## config.mk

```make
export PLATFORM = sky130hd
export DESIGN_NAME = ram_arbiter
export DESIGN_NICKNAME = d
export VERILOG_FILES = /design/src/rtl/ram_arbiter_pkg.sv /design/src/rtl/ram_arbiter_rr_grant2.sv /design/src/rtl/ram_arbiter.sv
export SDC_FILE = /design/constraint.sdc
export NUM_CORES = 1
export LEC_CHECK = 0
export BUFFER_PORTS_ARGS = -buffer_cell sky130_fd_sc_hd__buf_2
export CAP_MARGIN = 40
export CORE_AREA = 2 2 97 99
export DETAILED_ROUTE_END_ITERATION = 8
export DIE_AREA = 0 0 99 101
export GPL_ROUTABILITY_DRIVEN = 0
export PLACE_DENSITY = 0.66
export SLEW_MARGIN = 10
export SYNTH_ARGS = -nofsm -noshare
export SYNTH_HDL_FRONTEND = slang
export SYNTH_SLANG_ARGS = --single-unit
```

## constraint.sdc

```tcl
create_clock -name clk -period 4.61 [get_ports clk]
set_clock_uncertainty 0.05 [all_clocks]
set_input_delay 0.6915 -clock clk [delete_from_list [all_inputs] [get_ports clk]]
set_output_delay 0.6915 -clock clk [all_outputs]
set_load 0.1 [all_outputs]
```

## src/rtl/ram_arbiter_pkg.sv

```systemverilog
// Shared types and constants for the two-port data RAM arbiter.
`ifndef RAM_ADDRESS_BITWIDTH
`define RAM_ADDRESS_BITWIDTH 16
`endif

package ram_arb_pkg;
    localparam int RAM_AW          = `RAM_ADDRESS_BITWIDTH;
    localparam int WORD_ALIGN_BITS = 2;

    typedef enum logic {OWN_REQ0 = 1'b0, OWN_REQ1 = 1'b1} owner_t;

    typedef struct packed {
        logic              we;
        logic [RAM_AW-1:0] addr;
        logic [31:0]       wdata;
    } ram_req_t;

    function automatic logic is_aligned(input logic [RAM_AW-1:0] addr);
        return addr[WORD_ALIGN_BITS-1:0] == '0;
    endfunction
endpackage

```

## src/rtl/ram_arbiter_rr_grant2.sv

```systemverilog
// Two-way round-robin grant with a cap on consecutive grants to one requester.
//  state      | meaning
//  rr_ptr     | requester preferred on the next contended cycle
//  last_owner | requester granted most recently
//  burst_cnt  | consecutive grants to last_owner, saturating at MAX_BURST
module rr_grant2
    import ram_arb_pkg::*;
#(
    parameter int MAX_BURST = 4
) (
    input  logic       clk,
    input  logic       rst,
    input  logic [1:0] valid,
    output logic [1:0] grant
);
    localparam int BW = $clog2(MAX_BURST + 1);

    owner_t          rr_ptr, rr_ptr_nxt;
    owner_t          last_owner, last_owner_nxt;
    logic [BW-1:0]   burst_cnt, burst_cnt_nxt;
    owner_t          gnt_owner;
    logic            any_grant;

    always_ff @(posedge clk) begin
        if (rst) begin
            rr_ptr     <= OWN_REQ0;
            last_owner <= OWN_REQ0;
            burst_cnt  <= '0;
        end else begin
            rr_ptr     <= rr_ptr_nxt;
            last_owner <= last_owner_nxt;
            burst_cnt  <= burst_cnt_nxt;
        end
    end

    always_comb begin
        any_grant      = |valid;
        gnt_owner      = rr_ptr;
        rr_ptr_nxt     = rr_ptr;
        last_owner_nxt = last_owner;
        burst_cnt_nxt  = burst_cnt;
        if (valid == 2'b01) begin
            gnt_owner = OWN_REQ0;
        end else if (valid == 2'b10) begin
            gnt_owner = OWN_REQ1;
        end else if (valid == 2'b11 && burst_cnt == BW'(MAX_BURST)) begin
            gnt_owner = owner_t'(~last_owner);
        end
        if (any_grant) begin
            rr_ptr_nxt     = owner_t'(~gnt_owner);
            last_owner_nxt = gnt_owner;
            if (gnt_owner != last_owner) begin
                burst_cnt_nxt = BW'(1);
            end else if (burst_cnt != BW'(MAX_BURST)) begin
                burst_cnt_nxt = burst_cnt + BW'(1);
            end
        end
    end

    always_comb begin
        grant = 2'b00;
        if (any_grant) begin
            grant = (gnt_owner == OWN_REQ1) ? 2'b10 : 2'b01;
        end
    end
endmodule

```

## src/rtl/ram_arbiter.sv

```systemverilog
// Shares the single-port data RAM between the load/store unit (port 0) and the loader (port 1),
// with a one-stage response pipe that returns every accepted request exactly one cycle later.
module ram_arbiter
    import ram_arb_pkg::*;
#(
    parameter int AW        = RAM_AW,
    parameter int MAX_BURST = 4
) (
    input  logic          clk,
    input  logic          rst,
    input  logic          req0_valid,
    output logic          req0_ready,
    input  logic          req0_we,
    input  logic [AW-1:0] req0_addr,
    input  logic [31:0]   req0_wdata,
    output logic          rsp0_valid,
    output logic [31:0]   rsp0_rdata,
    output logic          rsp0_err,
    input  logic          req1_valid,
    output logic          req1_ready,
    input  logic          req1_we,
    input  logic [AW-1:0] req1_addr,
    input  logic [31:0]   req1_wdata,
    output logic          rsp1_valid,
    output logic [31:0]   rsp1_rdata,
    output logic          rsp1_err,
    output logic          ram_wr_en,
    output logic [AW-1:0] ram_address,
    output logic [31:0]   ram_write_data,
    input  logic [31:0]   ram_data
);
    logic [1:0]     grant;
    ram_req_t       req0, req1, sel;
    owner_t         sel_owner;
    logic           accept;
    logic           aligned;
    logic [AW-1:0]  addr_q;
    logic           pend;
    owner_t         rsp_owner;
    logic           rsp_is_read;
    logic           rsp_err;
    logic           rsp_live;
    logic [31:0]    rsp_rdata;

    rr_grant2 #(.MAX_BURST(MAX_BURST)) u_rr_grant2 (
        .clk   (clk),
        .rst   (rst),
        .valid ({req1_valid, req0_valid}),
        .grant (grant)
    );

    always_comb begin
        req0 = '{we: req0_we, addr: req0_addr, wdata: req0_wdata};
        req1 = '{we: req1_we, addr: req1_addr, wdata: req1_wdata};
        sel       = grant[1] ? req1 : req0;
        sel_owner = grant[1] ? OWN_REQ1 : OWN_REQ0;
    end

    assign req0_ready = grant[0] && !rst;
    assign req1_ready = grant[1] && !rst;
    assign accept     = req0_ready || req1_ready;
    assign aligned    = is_aligned(sel.addr);

    // The address is held between accepts so the RAM sees a stable port when idle.
    assign ram_wr_en      = accept && sel.we && aligned;
    assign ram_address    = accept ? {sel.addr[AW-1:WORD_ALIGN_BITS], {WORD_ALIGN_BITS{1'b0}}} : addr_q;
    assign ram_write_data = sel.wdata;

    always_ff @(posedge clk) begin
        if (rst) begin
            addr_q      <= '0;
            pend        <= 1'b0;
            rsp_owner   <= OWN_REQ0;
            rsp_is_read <= 1'b0;
            rsp_err     <= 1'b0;
        end else begin
            pend <= accept;
            if (accept) begin
                addr_q      <= ram_address;
                rsp_owner   <= sel_owner;
                rsp_is_read <= !sel.we;
                rsp_err     <= !aligned;
            end
        end
    end

    // A response pending when rst arrives is dropped rather than delivered.
    assign rsp_live  = pend && !rst;
    assign rsp_rdata = (rsp_is_read && !rsp_err) ? ram_data : 32'h0;

    assign rsp0_valid = rsp_live && (rsp_owner == OWN_REQ0);
    assign rsp1_valid = rsp_live && (rsp_owner == OWN_REQ1);
    assign rsp0_rdata = rsp0_valid ? rsp_rdata : 32'h0;
    assign rsp1_rdata = rsp1_valid ? rsp_rdata : 32'h0;
    assign rsp0_err   = rsp0_valid && rsp_err;
    assign rsp1_err   = rsp1_valid && rsp_err;
endmodule

```

==> metrics.md <==
| Metric | Value |
|---|---|
| Async SR Flop Fraction | 0% |
| Clock Tree Root | clkbuf_8 |
| CTS Hold Buffers Added | 0 |
| M2 GR Usage | 27.3% |
| Crit-path max FO | 37 |
| Crit path to | ram_address[12] |
| Wire per inst | 13.5 um |
| Total gr overflow | 0 |
| Post-route minimum period | roughly 3.7 ns |
| Multi-input logic area | ~0.0016 mm2 |
| Final Hold Viols | 0 |
| Syn nets | 419 |
| Synth Flop Type | dfxtp_1 |
| Final Cycle Share | 81.0% |
| Clk sinks | 25 |
| Vias in the first global route | 2721 |
| Port Buffers | 252 |
| Post-synth EDFFs | 0 |
| Worst setup path startpoint | u_rr_grant2.burst_cnt[0] |
| Setup WS pre-CTS | approximately 1.1 ns |
| PnR worst setup slack | between 0.8 and 0.9 ns |
| Status | finished clean |
| Synthesized cell area | 0.00230 mm2 |
| Crit path DAT | 2.99 ns |
| DPL Wire Length | approximately 6.6 mm |
| Max Buffers Root-to-Sink | 2 |
| Sequential cell area | ~500 um2 |
| Die extent in y | 101 um |
| H-tree depth | 1 |
| Initial Util | between 20% and 30% |
| LEAKAGE | 2.19 nW |
| Slew @ Worst Pin | 0.769 ns |
| CTS tree | yes |
| Vias/cell | 4.94 |
| IO Count | 253 |
| Hold path start | addr_q[1] |
| Via count | between 3000 and 4000 |
| Slew headroom | 48.7% |
| Simple-gate share of the synthesized area | 35.9% |
| PD cells | 265 mW/mm2 |
| Mapped Cells | 283 |
| Synth-to-Final Area Change | 58.8% |
| Mapped Avg Cell Area | 8.11 um2 |
| Clock buffer count from CTS | 3 |
| Worst r2r src | u_rr_grant2.burst_cnt[0] |
| Largest net degree at the start of global routing | 65 |
| Die boundary width | 99 um |
| Antenna diodes | 0 |
| Cts repair resizes | 0 |
| Largest family of logic cells by synthesized area | simple AND/OR/NAND/NOR gates |
| Post-synthesis adder-cell area fraction | ~1.1% |
| GRT Max-Usage Layer | met2 |
| Max_cap viols | 0 |
| Synth Area in Compound Gates | 18.4% |
| GRT Overall Usage | 14.8% |
| Unrepaired setup endpoints after global routing | false |
| Drt first pass iters | 4 |
| Reg2reg setup slack | 2.14 ns |
| Clk slew on worst S/H paths | ~0.090 ns |
| Yosys reg bits | 25 |
| Critical Path End Type | output pin |
| Post-synthesis xor/xnor area fraction | 0% |
| Required @ worst endpoint | 3.87 ns |
| M3 GR Usage | ~2.8% |
| Max-slew violations | 0 |
| Initial DRC Count | 110 |
| WL final | approximately 8.4 mm |
| Initial antenna violation count | 0 |
| Clk Latency, worst-skew pair | 0.27 ns |
| Post-synthesis mux area share | 15.7% |
| Maximum vdd drop | 206 uV |
| Worst setup SP type | flip-flop |
| FILL cells | 920 |
| Worst min-delay path category | reg -> reg |
| Post-synthesis cell type count | 40 |
| RR Endpoint | addr_q[12] |
| Met1 GRT Util | 18.3% |
| DRT antenna net count | 0 |
| Setup TNS Final | 0 ns |
| Warnings from Yosys | 0 |
| Max frequency | 0.268 GHz |
| Register area share after synthesis | 21.8% |
| First-pass GRT wire length | 12.6 mm |
| Die Footprint | 0.0100 mm2 |
| Layout Nets | 650 |
| Floorplan core area | 0.00898 mm2 |
| Setup CP Type | reg -> out |
| Post-CTS Repair Setup Buffers | 0 |
| Setup violations, final | 0 |
| Remaining routing DRC violations | 0 |
| Worst r2r path cells | 7 |
| Rows | 35 |
| Share of layout cells above drive strength 1 | 59.6% |
==> logic make-up after synthesis <==
group,Yosys count
AOI/OAI and AO/OA,51
and+or+nand+nor,138
muxes,32
buffers and inverters,35
adders and majority gates,2
DFF,25
==> critical path, cell delays in order, from the launching register on <==
cell and delay, ns:
dfxtp_1 0.39, inv_1 0.06, ha_1 0.24, and2_1 0.27
o211ai_4 0.47, buf_4 0.48, o22a_1 0.24, o22a_1 0.13
buf_2 0.42
==> state kept, by name (all words and copies together), names as in the netlist <==
name,flops
rsp_owner,1
u_rr_grant2.rr_ptr,1
addr_q,16
rsp_err,1
rsp_is_read,1
u_rr_grant2.last_owner,1
u_rr_grant2.burst_cnt,3
pend,1
==> synth_stat cells (2+ instances only) <==
library cell	count	area, um2
dfxtp_1	25	500
nor3b_1	11	82.6
and2_1	3	18.8
nor3_1	4	20.0
inv_1	4	15.0
buf_6	2	22.5
a21oi_1	7	35.0
mux2_2	32	360
nand2_1	5	18.8
and3_1	64	400
a311oi_1	2	17.5
a31oi_1	2	12.5
buf_2	8	40.0
nor2b_1	4	25.0
nor3b_2	5	62.6
nand2b_1	3	18.8
o21ai_0	4	20.0
o22a_1	26	228
clkbuf_1	19	71.3
ha_1	2	25.0
nor2_1	26	97.6
nand3_1	6	30.0
buf_4	2	15.0
==> per-stage QoR <==
| stage | utilization [%] | instances | power [W] | area [um2] | hold WS, ns |
|---|---|---|---|---|---|
| floorplan | - | 283 | 0.000725 | 2300 | 0.395 |
| global placement | 39.9 | 619 | 0.000834 | 3580 | 0.408 |
| detailed placement | 39.9 | 619 | 0.000840 | 3580 | 0.412 |
| CTS | 40.4 | 623 | 0.000972 | 3630 | 0.430 |
| global route | 40.6 | 624 | 0.00101 | 3650 | 0.454 |
| finish | 40.6 | 624 | 0.000966 | 3650 | 0.426 |
==> layer usage <==
metal	wire [um]	vias to the layer above
met5	0	-
met2	4230	156
li1	-	1503
met1	3400	1419
met3	706	6
met4	54	0
==> cell type report <==
class	count	area share, %
multi-input cells	223	45.0
well taps	111	3.81
clock buffers	3	1.13
inverters	4	0.412
repair buffers	257	35.8
clock inverters	1	0.137
flip-flops and latches	25	13.7
==> how the worst min path moves through the flow <==
stage	end	slack, ns	cells past startpoint
5_1_grt	addr_q[1]	0.45	1
3_5_place_dp	addr_q[0]	0.41	1
3_3_place_gp	addr_q[1]	0.41	1
2_1_floorplan	rsp_owner	0.40	2
6_report	addr_q[1]	0.43	1
4_1_cts	addr_q[0]	0.43	1
==> placed cells by master (no fill, tap or decap), types with 2 or more instances in the layout <==
master / synthesis / routed
buf_2: 8 / 252
and3_1: 64 / 64
mux2_2: 32 / 32
nor2_1: 26 / 26
o22a_1: 26 / 26
dfxtp_1: 25 / 25
nor3b_1: 11 / 10
a21oi_1: 7 / 7
nand3_1: 6 / 6
nor3b_2: 5 / 6
nand2_1: 5 / 5
o21ai_0: 4 / 4
inv_1: 4 / 4
nor3_1: 4 / 4
buf_4: 2 / 4
and2_1: 3 / 3
nand2b_1: 3 / 3
nor2b_1: 4 / 3
clkbuf_8: 0 / 3
a31oi_1: 2 / 2
a311oi_1: 2 / 2
ha_1: 2 / 2
==> where the power goes <==
group | switching, W | total (W) | internal [W]
logic | 0.000451 | 0.000591 | 0.000140
registers | 0.0000110 | 0.000243 | 0.000232
clock network | 0.0000708 | 0.000131 | 0.0000605
Note: power is estimated with default switching activity, not from simulation.
